`config.mk`:
```
export PLATFORM = sky130hd
export DESIGN_NAME = phase_commutator_n_flat
export DESIGN_NICKNAME = d
export VERILOG_FILES = /design/src/rtl/phase_commutator_n_if.sv /design/src/rtl/phase_commutator_n.sv /design/src/flat_wrapper.sv
export SDC_FILE = /design/constraint.sdc
export NUM_CORES = 1
export LEC_CHECK = 0
export BUFFER_PORTS_ARGS = -buffer_cell sky130_fd_sc_hd__clkbuf_2
export CAP_MARGIN = 40
export CORE_ASPECT_RATIO = 1.5
export CORE_MARGIN = 2
export CORE_UTILIZATION = 50
export DETAILED_ROUTE_END_ITERATION = 16
export GPL_TIMING_DRIVEN = 1
export PLACE_DENSITY = 0.68
export SYNTH_ARGS = -nofsm -noshare
export SYNTH_HDL_FRONTEND = slang
export SYNTH_SLANG_ARGS = --single-unit
```
`constraint.sdc`:
```
create_clock -name clk50mhzI -period 11.5 [get_ports clk50mhzI]
set_input_delay 2.3 -clock clk50mhzI [delete_from_list [all_inputs] [get_ports clk50mhzI]]
set_output_delay 2.3 -clock clk50mhzI [all_outputs]
set_load 0.03 [all_outputs]
```
`src/rtl/phase_commutator_n_if.sv`:
```
// Control inputs and gate-drive outputs of the N-phase commutator.
// The bench drives the control inputs through the master side.
// The commutator owns the slave side and drives all outputs.
interface phase_commutator_n_if #(
    parameter int PHASES = 3
);
    logic              startI;
    logic              forceStopI;
    logic              invRotateI;
    logic              speedINCi;
    logic              speedDECi;
    logic [PHASES-1:0] hpO;
    logic [PHASES-1:0] lnO;
    logic              stepO;
    logic [3:0]        stepIdxO;
    logic              runO;
    logic              faultO;

    modport master (
        output startI, forceStopI, invRotateI, speedINCi, speedDECi,
        input  hpO, lnO, stepO, stepIdxO, runO, faultO
    );

    modport slave (
        input  startI, forceStopI, invRotateI, speedINCi, speedDECi,
        output hpO, lnO, stepO, stepIdxO, runO, faultO
    );
endinterface

```
`src/rtl/phase_commutator_n.sv`:
```
// N-phase six-step style commutator.
// The core is an IDLE / DEAD / DRIVE sequencer with a blanking interval between steps.
// The step period ramps under level speed requests and saturates at PERIOD_MIN and PERIOD_MAX.
// Every output is registered and is computed from the next state, so the outputs always match the state register.
module phase_commutator_n #(
    parameter int PHASES     = 3,
    parameter int DEADTIME   = 50,
    parameter int PERIOD_W   = 20,
    parameter int PERIOD_MIN = 50000,
    parameter int PERIOD_MAX = 600000,
    parameter int RAMP_STEP  = 2000
) (
    input  logic                clk50mhzI,
    input  logic                nRstI,
    phase_commutator_n_if.slave bus
);

    typedef enum logic [1:0] {
        ST_IDLE  = 2'd0,
        ST_DEAD  = 2'd1,
        ST_DRIVE = 2'd2
    } state_t;

    // A single counter times both intervals, so it must be wide enough for either one.
    localparam int DT_W  = $clog2(DEADTIME + 1);
    localparam int CNT_W = (PERIOD_W > DT_W) ? PERIOD_W : DT_W;
    // Saturation arithmetic is done wide enough that neither the sum nor the difference can wrap.
    localparam int EXT_W = 34;

    localparam logic [CNT_W-1:0]    DEAD_LAST = CNT_W'(DEADTIME - 1);
    localparam logic [3:0]          IDX_LAST  = 4'(2 * PHASES - 1);
    localparam logic [PHASES-1:0]   ONE_HOT   = PHASES'(1);
    localparam logic [PERIOD_W-1:0] P_MIN     = PERIOD_W'(PERIOD_MIN);
    localparam logic [PERIOD_W-1:0] P_MAX     = PERIOD_W'(PERIOD_MAX);

    state_t              state_q, state_d;
    logic [CNT_W-1:0]    cnt_q, cnt_d;
    logic [3:0]          idx_q, idx_d;
    logic [PERIOD_W-1:0] period_q, period_d;
    logic [PHASES-1:0]   hp_q, hp_d;
    logic [PHASES-1:0]   ln_q, ln_d;
    logic                step_q, step_d;
    logic                run_q, run_d;
    logic                fault_q, fault_d;
    logic                stop;
    logic [CNT_W-1:0]    drive_last;

    // Shorten the period by one ramp step, clamped at PERIOD_MIN.
    function automatic logic [PERIOD_W-1:0] sat_faster(input logic [PERIOD_W-1:0] p);
        logic [EXT_W-1:0] px;
        logic [EXT_W-1:0] lim;
        px  = EXT_W'(p);
        lim = EXT_W'(PERIOD_MIN) + EXT_W'(RAMP_STEP);
        if (px <= lim) return P_MIN;
        return PERIOD_W'(px - EXT_W'(RAMP_STEP));
    endfunction

    // Lengthen the period by one ramp step, clamped at PERIOD_MAX.
    function automatic logic [PERIOD_W-1:0] sat_slower(input logic [PERIOD_W-1:0] p);
        logic [EXT_W-1:0] sum;
        sum = EXT_W'(p) + EXT_W'(RAMP_STEP);
        if (sum >= EXT_W'(PERIOD_MAX)) return P_MAX;
        return PERIOD_W'(sum);
    endfunction

    // Next step index, wrapping in both directions.
    function automatic logic [3:0] step_next(input logic [3:0] k, input logic rev);
        if (rev) return (k == 4'd0) ? IDX_LAST : k - 4'd1;
        return (k == IDX_LAST) ? 4'd0 : k + 4'd1;
    endfunction

    // The high side of step k is phase k/2.
    function automatic logic [PHASES-1:0] high_pattern(input logic [3:0] k);
        return ONE_HOT << k[3:1];
    endfunction

    // The low side of step k is phase (k/2 + 1 + k%2) mod PHASES.
    // The sum is at most PHASES+1, so a single conditional subtract replaces the modulo.
    function automatic logic [PHASES-1:0] low_pattern(input logic [3:0] k);
        logic [3:0] l;
        l = {1'b0, k[3:1]} + 4'd1 + {3'b000, k[0]};
        if (l >= 4'(PHASES)) l = l - 4'(PHASES);
        return ~(ONE_HOT << l);
    endfunction

    assign stop       = bus.forceStopI || !bus.startI;
    assign drive_last = CNT_W'(period_q) - CNT_W'(1);

    // Sequencer next state, interval timing, step advance, period ramp and next output values.
    always_comb begin
        state_d  = state_q;
        cnt_d    = cnt_q;
        idx_d    = idx_q;
        period_d = period_q;
        step_d   = 1'b0;
        hp_d     = '0;
        ln_d     = '1;
        case (state_q)
            ST_IDLE: begin
                if (bus.startI && !bus.forceStopI) begin
                    state_d = ST_DEAD;
                    cnt_d   = '0;
                end
            end
            ST_DEAD: begin
                if (stop) begin
                    state_d = ST_IDLE;
                    cnt_d   = '0;
                end else if (cnt_q == DEAD_LAST) begin
                    state_d = ST_DRIVE;
                    cnt_d   = '0;
                end else begin
                    cnt_d = cnt_q + CNT_W'(1);
                end
            end
            ST_DRIVE: begin
                if (stop) begin
                    state_d = ST_IDLE;
                    cnt_d   = '0;
                end else if (cnt_q == drive_last) begin
                    state_d = ST_DEAD;
                    cnt_d   = '0;
                    step_d  = 1'b1;
                    idx_d   = step_next(idx_q, bus.invRotateI);
                    case ({bus.speedINCi, bus.speedDECi})
                        2'b10:   period_d = sat_faster(period_q);
                        2'b01:   period_d = sat_slower(period_q);
                        default: period_d = period_q;
                    endcase
                end else begin
                    cnt_d = cnt_q + CNT_W'(1);
                end
            end
            default: begin
                state_d = ST_IDLE;
                cnt_d   = '0;
            end
        endcase
        run_d = (state_d != ST_IDLE);
        if (state_d == ST_DRIVE) begin
            hp_d = high_pattern(idx_d);
            ln_d = low_pattern(idx_d);
        end
        fault_d = fault_q | (|(hp_d & ~ln_d));
    end

    // Sequencer state, interval counter, step index and period.
    always_ff @(posedge clk50mhzI or negedge nRstI) begin
        if (!nRstI) begin
            state_q  <= ST_IDLE;
            cnt_q    <= '0;
            idx_q    <= 4'd0;
            period_q <= P_MAX;
        end else begin
            state_q  <= state_d;
            cnt_q    <= cnt_d;
            idx_q    <= idx_d;
            period_q <= period_d;
        end
    end

    // Registered gate drive and status outputs; the fault flag is sticky until reset.
    always_ff @(posedge clk50mhzI or negedge nRstI) begin
        if (!nRstI) begin
            hp_q    <= '0;
            ln_q    <= '1;
            step_q  <= 1'b0;
            run_q   <= 1'b0;
            fault_q <= 1'b0;
        end else begin
            hp_q    <= hp_d;
            ln_q    <= ln_d;
            step_q  <= step_d;
            run_q   <= run_d;
            fault_q <= fault_d;
        end
    end

    assign bus.hpO      = hp_q;
    assign bus.lnO      = ln_q;
    assign bus.stepO    = step_q;
    assign bus.stepIdxO = idx_q;
    assign bus.runO     = run_q;
    assign bus.faultO   = fault_q;

endmodule

```
`src/flat_wrapper.sv`:
```
// flat-port wrapper written by rule: the top's interface ports become plain ports
module phase_commutator_n_flat 
#(
    parameter int PHASES     = 3,
    parameter int DEADTIME   = 50,
    parameter int PERIOD_W   = 20,
    parameter int PERIOD_MIN = 50000,
    parameter int PERIOD_MAX = 600000,
    parameter int RAMP_STEP  = 2000
)
  (clk50mhzI, nRstI, bus_startI, bus_forceStopI, bus_invRotateI, bus_speedINCi, bus_speedDECi, bus_hpO, bus_lnO, bus_stepO, bus_stepIdxO, bus_runO, bus_faultO);
  phase_commutator_n_if #(.PHASES(PHASES)) bus_i ();
  input  logic clk50mhzI;
  input  logic nRstI;
  input wire logic [$bits(bus_i.startI)-1:0] bus_startI;
  input wire logic [$bits(bus_i.forceStopI)-1:0] bus_forceStopI;
  input wire logic [$bits(bus_i.invRotateI)-1:0] bus_invRotateI;
  input wire logic [$bits(bus_i.speedINCi)-1:0] bus_speedINCi;
  input wire logic [$bits(bus_i.speedDECi)-1:0] bus_speedDECi;
  output wire logic [$bits(bus_i.hpO)-1:0] bus_hpO;
  output wire logic [$bits(bus_i.lnO)-1:0] bus_lnO;
  output wire logic [$bits(bus_i.stepO)-1:0] bus_stepO;
  output wire logic [$bits(bus_i.stepIdxO)-1:0] bus_stepIdxO;
  output wire logic [$bits(bus_i.runO)-1:0] bus_runO;
  output wire logic [$bits(bus_i.faultO)-1:0] bus_faultO;
  assign bus_i.startI = bus_startI;
  assign bus_i.forceStopI = bus_forceStopI;
  assign bus_i.invRotateI = bus_invRotateI;
  assign bus_i.speedINCi = bus_speedINCi;
  assign bus_i.speedDECi = bus_speedDECi;
  assign bus_hpO = bus_i.hpO;
  assign bus_lnO = bus_i.lnO;
  assign bus_stepO = bus_i.stepO;
  assign bus_stepIdxO = bus_i.stepIdxO;
  assign bus_runO = bus_i.runO;
  assign bus_faultO = bus_i.faultO;
  phase_commutator_n #(.PHASES(PHASES), .DEADTIME(DEADTIME), .PERIOD_W(PERIOD_W), .PERIOD_MIN(PERIOD_MIN), .PERIOD_MAX(PERIOD_MAX), .RAMP_STEP(RAMP_STEP)) u_core (.clk50mhzI(clk50mhzI), .nRstI(nRstI), .bus(bus_i));
endmodule
```
==> summary.log, run 1 <==
[yosys] area of the mapped netlist 4170 um^2
[worst_hold_path] worst hold-check path type flip-flop to flip-flop
[yosys] Yosys cell types 67
[yosys] fraction of the yosys area taken by sequential cells 30.9%
[sta] count of endpoints failing setup in the final report 0
[die] Die Footprint 9100 um^2
[sta] worst clock skew 5.90 ps
[place] weighted congestion reported at the end of routability-driven placement 0.931
[critical_path] number of cells on the critical path 15
[sta] maximum achievable frequency 0.179 GHz
[global_routing] maximum number of pins on one net before global-route repair 52
[die] core outline area 8060 um^2
[clock_network] post-cts gate resize count 0
[clock_network] clock sink count 51
[final_layout] area of all placed cells without fillers 4450 um^2
[critical_path] top fanout value on the critical path 11
[global_routing] overflow left after global routing 0
[global_routing] number of global-route vias before repair 3756
[critical_path] endpoint class of the critical path flip-flop
[die] height of the die 116 um
[final_layout] net total in the final layout 553
[global_routing] number of antenna violations at the first check in global routing 0
[pwr] leakage 0.00180 uW
[sta] minimum clock period 5580 ps
[die] starting density of the core 51.8%
[yosys] nets in the synthesized netlist 554
[yosys] Post-synth ARST share 100%
[clock_network] clock-pin slew of the registers on the worst-case setup and hold paths 70 ps
[route] post-DR vias/cell 6.29
[place] port bufs 19
[clock_network] Max clock buf depth 2
[yosys] Main synth FF type sky130_fd_sc_hd__dfrtp_1
[critical_path] reg-to-reg endpoint u_core.bus.faultO
[route] remaining routing DRC violations 0
[clock_network] buffer type at the clock tree root sky130_fd_sc_hd__clkbuf_16
[critical_path] critical path launch point type input port
[yosys] yosys synthesis warning count 0
[clock_network] insertion delay to the later sink of the worst-skew pair 300 ps
[pwr] ratio of total power to cell area 88.1 nW/um^2
[global_routing] wire length of the first global-routing pass 18000 um
[critical_path] crit-path leading delay family simple AND/OR/NAND/NOR gates
[yosys] number of flops mapped to enable cells by yosys 0
[global_routing] overall track demand over capacity in global routing 24.9%
[sta] max-slew headroom at the worst pin 52.2%
[clock_network] TritonCTS clock tree yes
[critical_path] delay contributed by the slowest stage of the critical path 510 ps
[critical_path] Crit. Startpoint bus_startI
[yosys] Avg Synthesized Cell Area 7.81 um^2
[clock_network] hold bufs inserted after CTS 0
[critical_path] worst reg2reg path startpoint u_core.period_q[4]
[yosys] flops & latches, synth 51
[die] Rows 40
[pwr] worst vdd rail ir drop 0.0000878 V
[route] wire length per cell 16.9 um
[route] violation count after the first detailed-routing iteration 354
[critical_path] cells on worst reg2reg path 19
[job] number of max-cap violations 0
[die] x dimension of the die 78.6 um
[critical_path] Top cell by count, worst path sky130_fd_sc_hd__ha_1
[sta] number of slew-limit violations in the final report 0
[place] Post-DP Area 4310 um^2
[route] via count 4022
[route] Final ANT Viol Nets 0
[clock_network] number of clock buffers inserted by TritonCTS 5
[yosys] Syn Inst Count 534
[place] total half-perimeter wirelength after legalization and detailed placement 8010 um
[critical_path] R2R Setup Slk 5980 ps
[critical_path] start-to-end type of the worst setup path input port to flip-flop
[clock_network] number of buffers inserted to repair setup after CTS 0
[sta] setup repair after global routing missed its margin no
[sta] total negative slack 0 ps
[critical_path] Setup crit end u_core.bus.faultO
[critical_path] count of buffer and inverter cells on the critical path 3
[critical_path] list of cells traversed by the critical path clkbuf_2 -> nor2b_1 -> and2_1 -> nand2_1 -> o31ai_1 -> inv_1 -> ha_1 -> inv_1 -> ha_1 -> ha_1 -> nand2b_1 -> o31ai_2 -> mux2_2 -> mux2i_1 -> o21ai_1
[route] length of the first detailed-routing pass in iterations 5
[status] status completed
[final_layout] Area growth, synth to finish 6.75%
[sta] final hold violation count 0
[sta] ratio of final minimum period to clock period 48.5%
[pwr] total power 392 uW
[worst_hold_path] hold depth 2
[sta] slew at the pin closest to its max-slew limit 714 ps
[critical_path] data arrival time at the worst-slack endpoint 5760 ps
[clock_network] htree depth 2
[route] Routed Wire Length 10800 um
[final_layout] ant diodes 0
[die] I/O pins 20
[final_layout] fraction of layout instances using a drive strength above 1 11.6%
[critical_path] CP Data Required Time 11680 ps
[critical_path] slowest library cell on the worst path sky130_fd_sc_hd__o31ai_1
## sequential cells by signal, summed over array words and instances (netlist names)
name,count
u_core.bus.lnO,3
u_core.period_q,16
u_core.bus.stepIdxO,4
u_core.state_q,2
u_core.bus.runO,1
u_core.bus.faultO,1
u_core.bus.hpO,3
u_core.bus.stepO,1
u_core.cnt_q,20
## cells in the final DEF, fill, tap and decap left out, types with 10 or more instances in the layout
| master | synthesis | final |
|---|---|---|
| sky130_fd_sc_hd__nand2_1 | 49 | 49 |
| sky130_fd_sc_hd__inv_1 | 20 | 20 |
| sky130_fd_sc_hd__nand2b_1 | 10 | 10 |
| sky130_fd_sc_hd__xnor2_1 | 15 | 15 |
| sky130_fd_sc_hd__nor3_1 | 17 | 17 |
| sky130_fd_sc_hd__ha_1 | 13 | 13 |
| sky130_fd_sc_hd__nand3_1 | 24 | 24 |
| sky130_fd_sc_hd__dfrtp_1 | 40 | 40 |
| sky130_fd_sc_hd__and3_1 | 15 | 15 |
| sky130_fd_sc_hd__o21ai_0 | 61 | 61 |
| sky130_fd_sc_hd__xor2_1 | 15 | 15 |
| sky130_fd_sc_hd__nand4_1 | 13 | 13 |
| sky130_fd_sc_hd__clkbuf_2 | 0 | 19 |
| sky130_fd_sc_hd__dfstp_2 | 11 | 11 |
| sky130_fd_sc_hd__a21oi_1 | 28 | 28 |
| sky130_fd_sc_hd__nor2_1 | 49 | 49 |
## cell families (layout without fill, tap and decap cells)
kind of cell,Yosys count,after routing,share of synthesized area [%]
AND/OR/NAND/NOR,236,236,30.7
AO/OA/AOI/OAI,147,147,21.9
flip-flops,51,51,30.9
buffers and inverters,51,51,4.83
XOR/XNOR,30,30,6.30
adder cells (fa/ha/maj),13,13,3.90
multiplexers,6,6,1.53
## where the power goes
group / internal (uW) / switching, uW
clock: 80.9 / 70.3
sequential: 184 / 3.87
combinational: 16.5 / 37.0
total: 281 / 111
## synthesized netlist by cell type, drive strengths merged (5+ instances only)
master	number	area, um^2
a31oi	7	43.8
ha	13	163
or3	8	50.1
and3	16	105
nand4	13	81.3
nor2	49	184
nor2b	6	37.5
or2	5	31.3
o211ai	8	60.1
nor3	18	95.1
nand3	24	120
dfstp	11	289
dfrtp	40	1000
clkbuf	27	101
inv	20	75.1
and2	6	37.5
nor4	7	73.8
o21ai	62	310
or4	7	60.1
nand2b	11	71.3
xnor2	15	131
xor2	15	131
nand2	49	184
o31ai	9	72.6
a21oi	29	149
## area by class of cell
class | count | area (um^2)
Sequential cell | 51 | 1290
Clock buffer | 5 | 125
Inverter | 20 | 75.1
Clock inverter | 3 | 18.8
Tap cell | 105 | 131
Timing Repair Buffer | 23 | 133
Multi-Input combinational cell | 432 | 2680
Fill cell | 771 | 3600
## stage by stage
step	hold WS, ps	utilization, %	instances	setup WS (ps)
final	503	55.3	639	5920
after global routing	518	55.3	639	5480
after CTS	494	55.3	639	5920
after detailed placement	477	53.5	631	5590
after global placement	469	53.3	630	5800
after floorplan	489	-	534	6160
## worst register-to-register path, stage by stage (launching register included)
cell,delay [ps]
sky130_fd_sc_hd__dfrtp_1,530
sky130_fd_sc_hd__inv_1,190
sky130_fd_sc_hd__ha_1,290
sky130_fd_sc_hd__nor3b_1,460
sky130_fd_sc_hd__nand2_1,90
sky130_fd_sc_hd__mux2_2,300
sky130_fd_sc_hd__a2111oi_2,400
sky130_fd_sc_hd__nor4b_1,420
sky130_fd_sc_hd__nand2_1,190
sky130_fd_sc_hd__o31ai_1,510
sky130_fd_sc_hd__inv_1,90
sky130_fd_sc_hd__ha_1,220
sky130_fd_sc_hd__inv_1,60
sky130_fd_sc_hd__ha_1,260
sky130_fd_sc_hd__ha_1,230
sky130_fd_sc_hd__nand2b_1,160
sky130_fd_sc_hd__o31ai_2,320
sky130_fd_sc_hd__mux2_2,420
sky130_fd_sc_hd__mux2i_1,170
sky130_fd_sc_hd__o21ai_1,80
## worst min-delay path by stage
stage                       from                end  slack [ps]
3_5_place_dp   u_core.bus.faultO  u_core.bus.faultO         480
6_report       u_core.bus.faultO  u_core.bus.faultO         500
2_1_floorplan    u_core.cnt_q[1]    u_core.cnt_q[1]         490
4_1_cts        u_core.bus.faultO  u_core.bus.faultO         490
5_1_grt        u_core.bus.faultO  u_core.bus.faultO         520
3_3_place_gp   u_core.bus.faultO  u_core.bus.faultO         470
## routing by layer
layer | vias to the layer above | part of all wire [%] | wire [um] | global-route usage, %
li1 | 1958 | - | - | -
met1 | 1938 | 41 | 4470 | 30.2
met2 | 96 | 51 | 5460 | 42.5
met3 | 30 | 3.5 | 373 | 2.96
met4 | 0 | 4.5 | 487 | 14.0
met5 | - | 0 | 0 | 0
Power figures use the tool's default switching activity.
==> inputs of run 2 (changes only) <==
Clock period 11.5 ns to 5.65 ns, I/O delays scaled along.
==> summary.log, run 2 (synthesized netlist as in run 1, its figures left out) <==
[status] status completed [unchanged]
[clock_network] TritonCTS clock tree yes [unchanged]
[clock_network] htree depth 2 [unchanged]
[die] height of the die 116 um [unchanged]
[global_routing] maximum number of pins on one net before global-route repair 52 [unchanged]
[pwr] worst vdd rail ir drop 0.000168 V [was 0.0000878 V]
[sta] max-slew headroom at the worst pin 42.6% [was 52.2%]
[die] starting density of the core 51.8% [unchanged]
[final_layout] flip-flop count of the largest register, all copies and words added 20 [unchanged]
[critical_path] endpoint class of the critical path flip-flop [unchanged]
[critical_path] Crit. Startpoint u_core.period_q[11] [was bus_startI]
[critical_path] count of buffer and inverter cells on the critical path 2 [was 3]
[pwr] cell-internal power 662 uW [was 281 uW]
[place] pre-CTS WS 298 ps [was 5590 ps]
[critical_path] R2R Setup Slk 390 ps [was 5980 ps]
[pwr] total power 890 uW [was 392 uW]
[pwr] ratio of total power to cell area 195 nW/um^2 [was 88.1 nW/um^2]
[route] length of the first detailed-routing pass in iterations 5 [unchanged]
[final_layout] fraction of layout instances using a drive strength above 1 12.8% [was 11.6%]
[critical_path] Top cell by count, worst path sky130_fd_sc_hd__ha_1 [unchanged]
[route] via count 3954 [was 4022]
[critical_path] reg-to-reg endpoint u_core.bus.faultO [unchanged]
[sta] ratio of final minimum period to clock period 93.1%
[die] Rows 40 [unchanged]
[sta] number of slew-limit violations in the final report 0 [unchanged]
[clock_network] clock sink count 51 [unchanged]
[final_layout] area of all placed cells without fillers 4560 um^2 [was 4450 um^2]
[die] core outline area 8060 um^2 [unchanged]
[place] port bufs 19 [unchanged]
[pwr] Logic pwr share 12.7% [was 13.6%]
[place] weighted congestion reported at the end of routability-driven placement 0.867 [was 0.931]
[place] Post-DP Area 4360 um^2 [was 4310 um^2]
[global_routing] overall track demand over capacity in global routing 25.1% [was 24.9%]
[sta] total negative slack 0 ps [unchanged]
[critical_path] data arrival time at the worst-slack endpoint 5440 ps [was 5760 ps]
[pwr] leakage 0.00185 uW [was 0.00180 uW]
[clock_network] number of clock buffers inserted by TritonCTS 5 [unchanged]
[clock_network] number of buffers inserted to repair setup after CTS 0 [unchanged]
[critical_path] cells on worst reg2reg path 18 [was 19]
[critical_path] Setup crit end u_core.bus.faultO [unchanged]
[sta] maximum achievable frequency 0.190 GHz
[sta] final hold violation count 0 [unchanged]
[final_layout] most frequent standard cell in the layout excluding fill and tap cells sky130_fd_sc_hd__o21ai_0 [unchanged]
[final_layout] Most flops, register u_core.cnt_q [unchanged]
[critical_path] crit-path leading delay family simple AND/OR/NAND/NOR gates [unchanged]
[sta] count of endpoints failing setup in the final report 0 [unchanged]
[critical_path] number of cells on the critical path 18 [was 15]
[final_layout] commonest cells after routing, fill and taps aside 61 x sky130_fd_sc_hd__o21ai_0, 49 x sky130_fd_sc_hd__nor2_1, 49 x sky130_fd_sc_hd__nand2_1 [unchanged]
[critical_path] start-to-end type of the worst setup path flip-flop to flip-flop [was input port to flip-flop]
[worst_hold_path] hold depth 2 [unchanged]
[pwr] relative contribution of the clock network to total power 44.4% [was 38.6%]
[clock_network] insertion delay to the later sink of the worst-skew pair 290 ps [was 300 ps]
[sta] slew at the pin closest to its max-slew limit 855 ps [was 714 ps]
[die] I/O pins 20 [unchanged]
[route] violation count after the first detailed-routing iteration 386 [was 354]
[critical_path] CP Data Required Time 5830 ps [was 11680 ps]
[route] remaining routing DRC violations 0 [unchanged]
[global_routing] number of global-route vias before repair 3814 [was 3756]
[clock_network] Max clock buf depth 2 [unchanged]
[sta] worst clock skew 7.37 ps [was 5.90 ps]
[final_layout] ant diodes 0 [unchanged]
[critical_path] list of cells traversed by the critical path nor4_4 -> nand2b_2 -> or4_4 -> a2111oi_2 -> nor4b_1 -> nand2_1 -> o21ai_0 -> o31ai_2 -> inv_1 -> ha_1 -> inv_1 -> ha_1 -> ha_1 -> nand2b_1 -> o31ai_2 -> mux2_2 -> mux2i_1 -> o21ai_1 [was clkbuf_2 -> nor2b_1 -> and2_1 -> nand2_1 -> o31ai_1 -> inv_1 -> ha_1 -> inv_1 -> ha_1 -> ha_1 -> nand2b_1 -> o31ai_2 -> mux2_2 -> mux2i_1 -> o21ai_1]
[global_routing] number of antenna violations at the first check in global routing 0 [unchanged]
[sta] minimum clock period 5260 ps
[clock_network] buffer type at the clock tree root sky130_fd_sc_hd__clkbuf_16 [unchanged]
[sta] setup repair after global routing missed its margin no [unchanged]
[die] x dimension of the die 78.6 um [unchanged]
[die] Die Footprint 9100 um^2 [unchanged]
[worst_hold_path] worst hold-check path type flip-flop to flip-flop [unchanged]
[final_layout] Area growth, synth to finish 9.21% [was 6.75%]
[critical_path] worst reg2reg path startpoint u_core.period_q[11] [was u_core.period_q[4]]
[final_layout] net total in the final layout 560 [was 553]
[route] Final ANT Viol Nets 0 [unchanged]
[pwr] net load switching power 228 uW [was 111 uW]
[critical_path] delay contributed by the slowest stage of the critical path 540 ps [was 510 ps]
[clock_network] clock-pin slew of the registers on the worst-case setup and hold paths 70 ps [about the same]
[route] Routed Wire Length 10900 um [was 10800 um]
[critical_path] top fanout value on the critical path 13 [was 11]
[pwr] Seq pwr share 42.8% [was 47.8%]
[sta] final worst setup slack 391 ps [was 5920 ps]
[pwr] sw frac 25.6% [was 28.4%]
[global_routing] overflow left after global routing 0 [unchanged]
[job] number of max-cap violations 0 [unchanged]
[global_routing] wire length of the first global-routing pass 18300 um [was 18000 um]
[route] wire length per cell 16.9 um [about the same]
[critical_path] slowest library cell on the worst path sky130_fd_sc_hd__or4_4 [was sky130_fd_sc_hd__o31ai_1]
[place] total half-perimeter wirelength after legalization and detailed placement 7960 um [was 8010 um]
[critical_path] critical path launch point type flip-flop [was input port]
[route] post-DR vias/cell 6.12 [was 6.29]
run 2: through the flow:
stage / utilization [%] / hold WS, ps / std cells
3_3_place_gp: 53.9 / 468 / 637
3_5_place_dp: 54.1 / 483 / 638
2_1_floorplan: - / 489 / 534
6_report: 56.5 / 489 / 646
5_1_grt: 56.5 / 535 / 646
4_1_cts: 56.5 / 498 / 646
run 2: layer usage:
metal  vias up  routed length (um)  GRT usage, %
met4         0                 246          9.82
met3        20                 323          2.80
met1      1889                4770          31.8
li1       1959                   -             -
met5         -                   0             0
met2        86                5570          43.8
run 2: how the worst min path moves through the flow:
stage | slack (ps) | start | to
floorplan | 490 | u_core.cnt_q[1] | u_core.cnt_q[1]
global placement | 470 | u_core.bus.faultO | u_core.bus.faultO
detailed placement | 480 | u_core.bus.faultO | u_core.bus.faultO
CTS | 500 | u_core.bus.faultO | u_core.bus.faultO
global route | 530 | u_core.bus.faultO | u_core.bus.faultO
finish | 490 | u_core.bus.faultO | u_core.bus.faultO
run 2: timing repair:
action,in CTS,in global routing
resized for setup,0,1
hold buffers,0,0
endpoints found under the setup margin,0,1
run 2: final cells by class:
cell class                      count  area [um^2]
Multi-Input combinational cell    432         2690
Inverter                           20         75.1
Clock inverter                      2         60.1
Tap cell                          105          131
Clock buffer                        6          129
Timing Repair Buffer               30          185
Sequential cell                    51         1290
Fill cell                         784         3500
run 2: tightest hold or removal path: stages (launching register included):
cell                      delay (ps)
sky130_fd_sc_hd__dfrtp_1         350
sky130_fd_sc_hd__a31oi_1          40
sky130_fd_sc_hd__o21ai_1          60
run 2: power groups by stage:
stage               Combinational, uW  Clock (uW)  Sequential [uW]
finish                            113         396              381
global route                      126         412              382
CTS                               114         401              381
detailed placement                114           0              388
global placement                  112           0              388
floorplan                        65.2           0              394
